--- src/rtl/cmp_window_stats.sv ---
// -----------------------------------------------------------------------------
// cmp_window_stats
//
// Windowed statistics collector placed after a 4-bit magnitude comparator.
// Each accepted sample brings the comparator operands (a, b) and its one-hot
// result (eq, gt, ls). Over a window of WINDOW accepted samples the block
// counts each outcome, counts malformed results, and tracks the largest
// operand gap among well-formed samples. When the window is full it presents
// one report record over a valid/ready handshake.
//
// Ports
//   clk        in   1   clock, rising edge
//   rst_n      in   1   asynchronous active-low reset
//   clr        in   1   synchronous window abort (drops any pending report)
//   in_valid   in   1   sample present
//   in_ready   out  1   block can accept a sample
//   a, b       in   4   comparator operands, unsigned
//   eq/gt/ls   in   1   comparator result flags
//   out_valid  out  1   report record present
//   out_ready  in   1   consumer accepts the report
//   cnt_eq/cnt_gt/cnt_ls/cnt_err  out CW  per-outcome counts
//   max_gap    out  4   largest |a-b| among well-formed samples
// -----------------------------------------------------------------------------
module cmp_window_stats #(
    parameter  int WINDOW = 8,
    localparam int CW     = $clog2(WINDOW + 1)
) (
    input  logic          clk,
    input  logic          rst_n,
    input  logic          clr,
    input  logic          in_valid,
    output logic          in_ready,
    input  logic [3:0]    a,
    input  logic [3:0]    b,
    input  logic          eq,
    input  logic          gt,
    input  logic          ls,
    output logic          out_valid,
    input  logic          out_ready,
    output logic [CW-1:0] cnt_eq,
    output logic [CW-1:0] cnt_gt,
    output logic [CW-1:0] cnt_ls,
    output logic [CW-1:0] cnt_err,
    output logic [3:0]    max_gap
);

    typedef enum logic {ACCUM, REPORT} state_t;

    localparam logic [CW-1:0] WIN_C = CW'(WINDOW);
    localparam logic [CW-1:0] ONE_C = CW'(1);

    state_t        r_state,   w_state_nxt;
    logic [CW-1:0] r_cnt_eq,  w_cnt_eq_nxt;
    logic [CW-1:0] r_cnt_gt,  w_cnt_gt_nxt;
    logic [CW-1:0] r_cnt_ls,  w_cnt_ls_nxt;
    logic [CW-1:0] r_cnt_err, w_cnt_err_nxt;
    logic [CW-1:0] r_n,       w_n_nxt;
    logic [3:0]    r_max_gap, w_max_gap_nxt;

    logic          w_accept;
    logic          w_onehot;
    logic [3:0]    w_gap;

    always_ff @(posedge clk or negedge rst_n) begin
        if (!rst_n) begin
            r_state   <= ACCUM;
            r_cnt_eq  <= '0;
            r_cnt_gt  <= '0;
            r_cnt_ls  <= '0;
            r_cnt_err <= '0;
            r_n       <= '0;
            r_max_gap <= '0;
        end else begin
            r_state   <= w_state_nxt;
            r_cnt_eq  <= w_cnt_eq_nxt;
            r_cnt_gt  <= w_cnt_gt_nxt;
            r_cnt_ls  <= w_cnt_ls_nxt;
            r_cnt_err <= w_cnt_err_nxt;
            r_n       <= w_n_nxt;
            r_max_gap <= w_max_gap_nxt;
        end
    end

    always_comb begin
        w_state_nxt   = r_state;
        w_cnt_eq_nxt  = r_cnt_eq;
        w_cnt_gt_nxt  = r_cnt_gt;
        w_cnt_ls_nxt  = r_cnt_ls;
        w_cnt_err_nxt = r_cnt_err;
        w_n_nxt       = r_n;
        w_max_gap_nxt = r_max_gap;

        w_accept = in_valid && (r_state == ACCUM) && !clr;

        unique case ({eq, gt, ls})
            3'b100, 3'b010, 3'b001: w_onehot = 1'b1;
            default:                w_onehot = 1'b0;
        endcase

        // Gap follows the flags, not the operands: inconsistent operands
        // wrap modulo 16 rather than being re-compared here.
        if (gt)      w_gap = a - b;
        else if (ls) w_gap = b - a;
        else         w_gap = 4'd0;

        if (clr) begin
            w_state_nxt   = ACCUM;
            w_cnt_eq_nxt  = '0;
            w_cnt_gt_nxt  = '0;
            w_cnt_ls_nxt  = '0;
            w_cnt_err_nxt = '0;
            w_n_nxt       = '0;
            w_max_gap_nxt = '0;
        end else begin
            unique case (r_state)
                ACCUM: begin
                    if (w_accept) begin
                        if (w_onehot) begin
                            if (eq) w_cnt_eq_nxt = r_cnt_eq + ONE_C;
                            if (gt) w_cnt_gt_nxt = r_cnt_gt + ONE_C;
                            if (ls) w_cnt_ls_nxt = r_cnt_ls + ONE_C;
                            if (w_gap > r_max_gap) w_max_gap_nxt = w_gap;
                        end else begin
                            w_cnt_err_nxt = r_cnt_err + ONE_C;
                        end
                        w_n_nxt = r_n + ONE_C;
                        if (r_n + ONE_C == WIN_C) w_state_nxt = REPORT;
                    end
                end
                REPORT: begin
                    if (out_ready) begin
                        w_state_nxt   = ACCUM;
                        w_cnt_eq_nxt  = '0;
                        w_cnt_gt_nxt  = '0;
                        w_cnt_ls_nxt  = '0;
                        w_cnt_err_nxt = '0;
                        w_n_nxt       = '0;
                        w_max_gap_nxt = '0;
                    end
                end
                default: w_state_nxt = ACCUM;
            endcase
        end
    end

    assign in_ready  = (r_state == ACCUM) && !clr;
    assign out_valid = (r_state == REPORT);
    assign cnt_eq    = r_cnt_eq;
    assign cnt_gt    = r_cnt_gt;
    assign cnt_ls    = r_cnt_ls;
    assign cnt_err   = r_cnt_err;
    assign max_gap   = r_max_gap;

endmodule
--- config.mk ---
export PLATFORM = sky130hd
export DESIGN_NAME = cmp_window_stats
export DESIGN_NICKNAME = d
export VERILOG_FILES = /design/src/rtl/cmp_window_stats.sv
export SDC_FILE = /design/constraint.sdc
export NUM_CORES = 1
export LEC_CHECK = 0
export BUFFER_PORTS_ARGS = -buffer_cell sky130_fd_sc_hd__buf_2
export CAP_MARGIN = 20
export CELL_PAD_IN_SITES_DETAIL_PLACEMENT = 2
export CELL_PAD_IN_SITES_GLOBAL_PLACEMENT = 2
export CORE_MARGIN = 8
export CORE_UTILIZATION = 32
export CTS_CLUSTER_SIZE = 20
export DETAILED_ROUTE_END_ITERATION = 8
export PLACE_DENSITY_LB_ADDON = 0.1
export SKIP_LAST_GASP = 1
export SYNTH_ARGS = -nofsm -noshare
export SYNTH_HDL_FRONTEND = slang
export SYNTH_SLANG_ARGS = --single-unit
--- constraint.sdc ---
create_clock -name clk -period 1.9 [get_ports clk]
set_input_delay 0.285 -clock clk [delete_from_list [all_inputs] [get_ports clk]]
set_output_delay 0.285 -clock clk [all_outputs]
set_load 0.005 [all_outputs]
==> summary.txt, run 1 <==
CTS
  • # H-tree levels: 1
  • CTS tree: yes
  • Worst-Skew Late Latency: 0.27 ns
  • Clock sink count: 25
  • Clock root buffer master: clkbuf_8
  • Clk buf depth: 2
  • Reg clk slew, reported paths: 0.09 ns
  • Hold_buf cts: 0
  • CTS Buf Count: 3

Synthesis
  • EDFF count, synth: 0
  • Synthesized area per cell: 9.33 um2
  • Synth Area in Adders: 14.5%
  • Top FF cell, synth: dfrtp_1
  • Xor-xnor portion of the synthesized cell area: 7.39%
  • Synthesized cell area: 1660 um2
  • Sequential-to-total area share from yosys stat: 37.7%
  • Leading post-synthesis cells by cell area: dfrtp_1 (38%), ha_1 (12%), nand2_1 (4.3%), xnor2_1 (3.7%), xor2_1 (3.7%)
  • Synth warnings: 0
  • Synth Area in Compound Gates: 18.2%
  • Main combinational cell family by area after synthesis: compound AO/OA/AOI/OAI gates
  • Leading area contributor after synthesis: dfrtp_1
  • Simple-gate share of the synthesized area: 17.0%
  • Top cells by count, synth: dfrtp_1 (25), nand2_1 (19), ha_1 (16)
  • Most common cell in the netlist: dfrtp_1
  • Cells after Synth: 178
  • Post-synthesis cell type count: 33
  • Syn_nets: 212
  • Mux cell area share after synthesis: 0%
  • Yosys top cell area share: 37.7%
  • #FFs+latches synth: 25
  • Asr flop ratio synth: 100%

Critical path
  • Kind of critical path: primary input to register
  • Buf/Inv on CP: 3
  • Slowest stage delay, CP: 0.35 ns
  • Setup crit end: max_gap[0]$_DFFE_PN0P_
  • Crit-path leading delay family: compound AO/OA/AOI/OAI gates
  • Reg2reg path depth: 7
  • RR Startpoint: max_gap[1]$_DFFE_PN0P_
  • Startpoint Class: primary input
  • Top fanout value on the critical path: 4
  • CP cell instances: buf_6, inv_12, ha_4, inv_2, fa_2, a221oi_2, a21oi_2, ha_1, o211ai_1, a211oi_2, nor2_2, a22o_1
  • CP arrival: 2.43 ns
  • Worst Setup End Kind: register
  • Levels on crit path: 12
  • Reg-to-reg setup timing slack: 0.16 ns
  • CP Launch Point: a[0]
  • Crit path required time: 2.07 ns
  • FF-to-FF End: max_gap[0]$_DFFE_PN0P_
  • Max stage delay cell, worst path: fa_2

Timing
  • Final setup fails: 4
  • Unrepaired setup endpoints after global routing: yes
  • Final TNS setup: -1.38 ns
  • Final period util: 119%
  • Relative slew slack: 61.2%
  • Fin crit period: 2.26 ns
  • Fin worst setup slack: -0.359 ns
  • Clock Skews: 0.00294 ns
  • Fmax: 0.443 GHz
  • Final hold vios: 3
  • Smallest hold slack: -0.00294 ns
  • Worst-Margin Slew: 0.582 ns
  • Final count of pins violating max slew: 0

Die
  • CORE AREA: 5040 um2
  • # IOs: 38
  • Num rows: 26
  • Die Ht: 88.0 um
  • Die Area: 7750 um2
  • Die width: 88.0 um
  • Initial Utilization: 32.9%

GRT
  • GR Overflow Total: 0
  • Vias in the first global route: 1776
  • Global-route wire length before repair: 8690 um
  • Met2 Usage GRT: 26.1%
  • Initial antenna violation count: 0
  • Gr busiest metal: met2
  • GR met1 Demand/Resource: 16.5%
  • Global-route usage over all layers: 14.3%
  • Pin count of the biggest net entering global routing: 26
  • Met3 usage: 3.19%

Placed design
  • Gp weighted congestion: 0.822
  • Placed cell area: 2100 um2
  • DP HPWL: 4140 um
  • Port bufs: 37

Power and ir drop
  • Final total power: 1.39 mW
  • P per Cell Area: 607 nW/um2
  • Static Leakage: 1.11 nW
  • Worst vdd ir: 0.239 mV

Status
  • Failing checks: negative hold slack, negative setup slack
  • Status: finished, violations left

Route
  • Routed wire length: 5400 um
  • DRT antenna net count: 0
  • Starting DRT DRC Count: 38
  • Vias per cell: 4.97
  • Pre-Repair DR Iteration Count: 4
  • Drc violations: 0
  • Wire length per cell: 17.6 um
  • Vias: 1526

Run
  • Max Cap Viol: 0

Finish
  • Layout area overhead: 37.5%
  • Share of cells above drive strength 1: 38.4%
  • Post-route cell area: 2280 um2
  • Ant diodes: 0
  • Post-layout util: 45.3%
  • Nets: 272

Min path
  • Worst Hold Class: primary input to asynchronous set/reset pin
kinds of logic after synthesis:
family                     after synthesis
and+or+nand+nor                         59
AOI/OAI and AO/OA                       43
adders and majority gates               18
xor gates and xnor gates                14
buffers and inverters                   19
DFF                                     25
layout make-up:
class                      instances  area, um2
fill                             571       2760
multi-input combinational        134       1050
sequential                        25        626
timing repair buffer              59        388
tap                               70       87.6
inverter                          15       83.8
clock buffer                       3       41.3
clock inverter                     1       7.51
what timing repair did:
action,in CTS,in global routing
setup buffers,4,3
setup endpoints to repair,4,4
gates resized for setup,11,8
pin swaps,13,11
registers in the layout (all words and copies together), names as in the netlist:
register,cells
cnt_eq,4
cnt_err,4
cnt_gt,4
cnt_ls,4
max_gap,4
out_valid,1
r_n,4
power breakdown:
group,switching (mW),total (mW),internal (mW)
registers,0.0350,0.595,0.560
clock network,0.184,0.333,0.149
logic,0.242,0.457,0.216
worst min path at each step:
stage / from / to / slack [ns] / depth (start not counted)
after floorplan: rst_n / cnt_eq[0]$_DFFE_PN0P_ / -0.01 / 0
after global placement: rst_n / max_gap[3]$_DFFE_PN0P_ / 0.33 / 1
after detailed placement: rst_n / max_gap[1]$_DFFE_PN0P_ / 0.32 / 1
after CTS: rst_n / out_valid$_DFF_PN0_ / 0.03 / 1
after global routing: rst_n / max_gap[0]$_DFFE_PN0P_ / 0.03 / 1
final: rst_n / max_gap[3]$_DFFE_PN0P_ / -0.003 / 1
per-layer routing:
layer	part of all wire [%]	up-vias
met5	0	-
met4	0.43	0
met3	4.9	2
met2	54	28
met1	41	764
li1	-	732
placed cells by master, fill, tap and decap left out, drive strengths merged, types with 2 or more instances in the layout:
cell / n
a211oi: 2
a21o: 2
a21oi: 7
a22o: 5
a32o: 2
buf: 59
clkbuf: 3
dfrtp: 25
fa: 2
ha: 16
inv: 15
nand2: 19
nand3: 10
nor2: 17
nor2b: 3
nor3: 3
nor3b: 4
o211ai: 2
o21ai: 19
xnor2: 7
xor2: 7
worst reg2reg max path, stage by stage (launching register included):
cell      delay (ns)
dfrtp_1         0.40
inv_1           0.09
ha_4            0.28
nor2b_1         0.12
o211ai_1        0.15
a211oi_2        0.26
nor2_2          0.09
a22o_1          0.25
metrics by stage:
| stage | instances | hold WS, ns | setup slack (ns) |
|---|---|---|---|
| floorplan | 178 | -0.0106 | -0.324 |
| global placement | 296 | 0.325 | -0.645 |
| detailed placement | 296 | 0.320 | -0.753 |
| CTS | 304 | 0.0264 | -0.319 |
| global route | 307 | 0.0347 | -0.490 |
| finish | 307 | -0.00294 | -0.359 |
Power figures use the tool's default switching activity.
==> inputs of run 2 (changes only) <==
Settings changed: CORE_UTILIZATION 32 to 34, CTS_BUF_LIST set to sky130_fd_sc_hd__clkbuf_4 sky130_fd_sc_hd__clkbuf_8.
==> run 2 against run 1 <==
Compared with the run above:
- the flow finishes with violations (negative setup slack)
- clock power grew 4%
- combinational power grew 14%
- highest routed layer unchanged
- global-route usage grew 1.1 points
- utilization grew 4.0 points
- largest cell class unchanged
- cell count grew 0.33%
- sequential share of layout area shrank 0.52 points
- critical path depth grew 1
- routed wire length grew 8.5%
- clock skew is essentially flat
- register-to-register slack lost 0.05 ns
- critical path type unchanged
- die area shrank 4.8%
==> summary.txt, run 2 (synthesis results as in run 1) <==
Status
  • Status: finished, violations left
  • Failing checks: negative setup slack

Finish
  • Nets: 276 (+1.5%)
  • Share of cells above drive strength 1: 40.2% (+1.9 points)
  • Most common cell after layout, fill and taps aside: buf_2
  • Layout area overhead: 40.1%
  • Post-route cell area: 2330 um2 (+1.9%)
  • Most frequent cells in the layout: buf_2 (35), buf_4 (26), dfrtp_1 (25)
  • Ant diodes: 0 (unchanged)

Die
  • Die Area: 7380 um2 (-4.8%)
  • Num rows: 25 (-3.8%)
  • # IOs: 38 (unchanged)
  • CORE AREA: 4720 um2 (-6.3%)
  • Initial Utilization: 35.2% (+2.2 points)
  • Die Ht: 85.9 um (-2.4%)
  • Die width: 85.9 um (-2.4%)

Timing
  • Final period util: 125% (+6.0 points)
  • Final hold vios: 0 (-3)
  • Unrepaired setup endpoints after global routing: yes
  • Fmax: 0.422 GHz (-4.8%)
  • Worst-Margin Slew: 0.698 ns (+0.116 ns)
  • Final setup fails: 4 (unchanged)
  • Clock Skews: 0.00285 ns (-0.0000948 ns)
  • Relative slew slack: 53.3% (-8.0 points)
  • Final count of pins violating max slew: 0 (unchanged)
  • Fin worst setup slack: -0.472 ns (-0.113 ns)
  • Fin crit period: 2.37 ns (+0.113 ns)

Critical path
  • Top fanout value on the critical path: 4 (unchanged)
  • Reg-to-reg setup timing slack: 0.11 ns (-0.05 ns)
  • CP arrival: 2.54 ns (+0.11 ns)
  • Reg2reg path depth: 7 (unchanged)
  • Kind of critical path: primary input to register
  • Worst Setup End Kind: register
  • Startpoint Class: primary input
  • Crit path required time: 2.07 ns (about the same)

CTS
  • # H-tree levels: 1 (unchanged)
  • Reg clk slew, reported paths: 0.10 ns (about the same)
  • CTS Buf Count: 3 (unchanged)
  • Hold_buf cts: 0 (unchanged)
  • Clock sink count: 25 (unchanged)
  • CTS tree: yes
  • Clk buf depth: 2 (unchanged)
  • Worst-Skew Late Latency: 0.28 ns (about the same)
  • Clock root buffer master: clkbuf_8

GRT
  • Pin count of the biggest net entering global routing: 26 (unchanged)
  • Initial antenna violation count: 0 (unchanged)
  • GR Overflow Total: 0 (unchanged)
  • Global-route wire length before repair: 9070 um (+4.3%)
  • Global-route usage over all layers: 15.4% (+1.1 points)
  • Vias in the first global route: 1813 (+2.1%)

Placed design
  • Gp weighted congestion: 0.831 (+1.1%)
  • DP HPWL: 4310 um (+4.3%)
  • Port bufs: 37 (unchanged)
  • Placed cell area: 2100 um2 (+0.18%)

Power and ir drop
  • Worst vdd ir: 0.308 mV (+29%)
  • Final total power: 1.46 mW (+5.7%)
  • Static Leakage: 1.13 nW (+2.4%)
  • P per Cell Area: 630 nW/um2 (+3.7%)

Run
  • Max Cap Viol: 0 (unchanged)

Min path
  • Worst Hold Class: primary input to asynchronous set/reset pin

Route
  • DRT antenna net count: 0 (unchanged)
  • Vias per cell: 5.06 (+1.8%)
  • Drc violations: 0 (unchanged)
  • Pre-Repair DR Iteration Count: 3 (-1)
  • Starting DRT DRC Count: 34 (-11%)
  • Wire length per cell: 19.0 um (+8.2%)
  • Vias: 1559 (+2.2%)
  • Routed wire length: 5860 um (+8.5%)
==> run 2: final timing paths <==
check,start,to
min in group clk,clr,out_valid$_DFF_PN0_
max in group asynchronous,rst_n,out_valid$_DFF_PN0_
worst max register to register,max_gap[1]$_DFFE_PN0P_,max_gap[0]$_DFFE_PN0P_
worst min-delay path,rst_n,max_gap[1]$_DFFE_PN0P_
worst max-delay path,a[1],max_gap[0]$_DFFE_PN0P_
worst min register to register,cnt_err[0]$_DFFE_PN0P_,cnt_err[0]$_DFFE_PN0P_
==> run 2: critical path, cell delays in order <==
cell	delay, ns
buf_2	0.12
inv_2	0.06
ha_1	0.20
a21o_1	0.18
a31oi_1	0.22
xor2_1	0.21
a22o_1	0.23
ha_4	0.23
nand4_1	0.11
o21ai_2	0.09
a211oi_2	0.26
nor2_2	0.11
a22o_1	0.23
==> run 2: cell type report <==
type | instances | area, um2
fillers | 498 | 2400
multi-input cells | 134 | 1070
flip-flops and latches | 25 | 626
repair buffers | 63 | 410
inverters | 15 | 83.8
well taps | 67 | 83.8
clock buffers | 3 | 41.3
clock inverters | 1 | 7.51
==> run 2: power breakdown <==
group          leakage [nW]  switching, mW  internal [mW]
combinational         0.769          0.273          0.250
sequential            0.343         0.0357          0.560
clock                0.0217          0.197          0.149
==> run 2: layer usage <==
layer / vias to the layer above / wire [um] / track usage (%) / part of all wire [%]
met5: - / 0 / 0 / 0
li1: 742 / - / - / -
met1: 782 / 2500 / 16.7 / 43
met4: 0 / 62 / 4.94 / 1.1
met3: 6 / 187 / 3.34 / 3.2
met2: 29 / 3120 / 28.6 / 53
==> run 2: timing repair <==
item,in CTS,in global routing
cloned,0,0
pin swaps,13,12
setup endpoints to repair,4,4
resized for setup,13,8
setup buffers,5,5
==> run 2: per-stage QoR <==
| step | TNS, ns | util [%] | hold slack, ns | worst slack [ns] | instances |
|---|---|---|---|---|---|
| after global routing | -2.18 | 49.2 | 0.0223 | -0.556 | 308 |
| after floorplan | -1.30 | - | -0.0106 | -0.324 | 178 |
| after detailed placement | -3.21 | 44.5 | 0.325 | -0.808 | 294 |
| after CTS | -1.46 | 47.4 | 0.0134 | -0.369 | 303 |
| final | -1.87 | 49.2 | 0.000117 | -0.472 | 308 |
| after global placement | -2.58 | 44.5 | 0.322 | -0.644 | 294 |
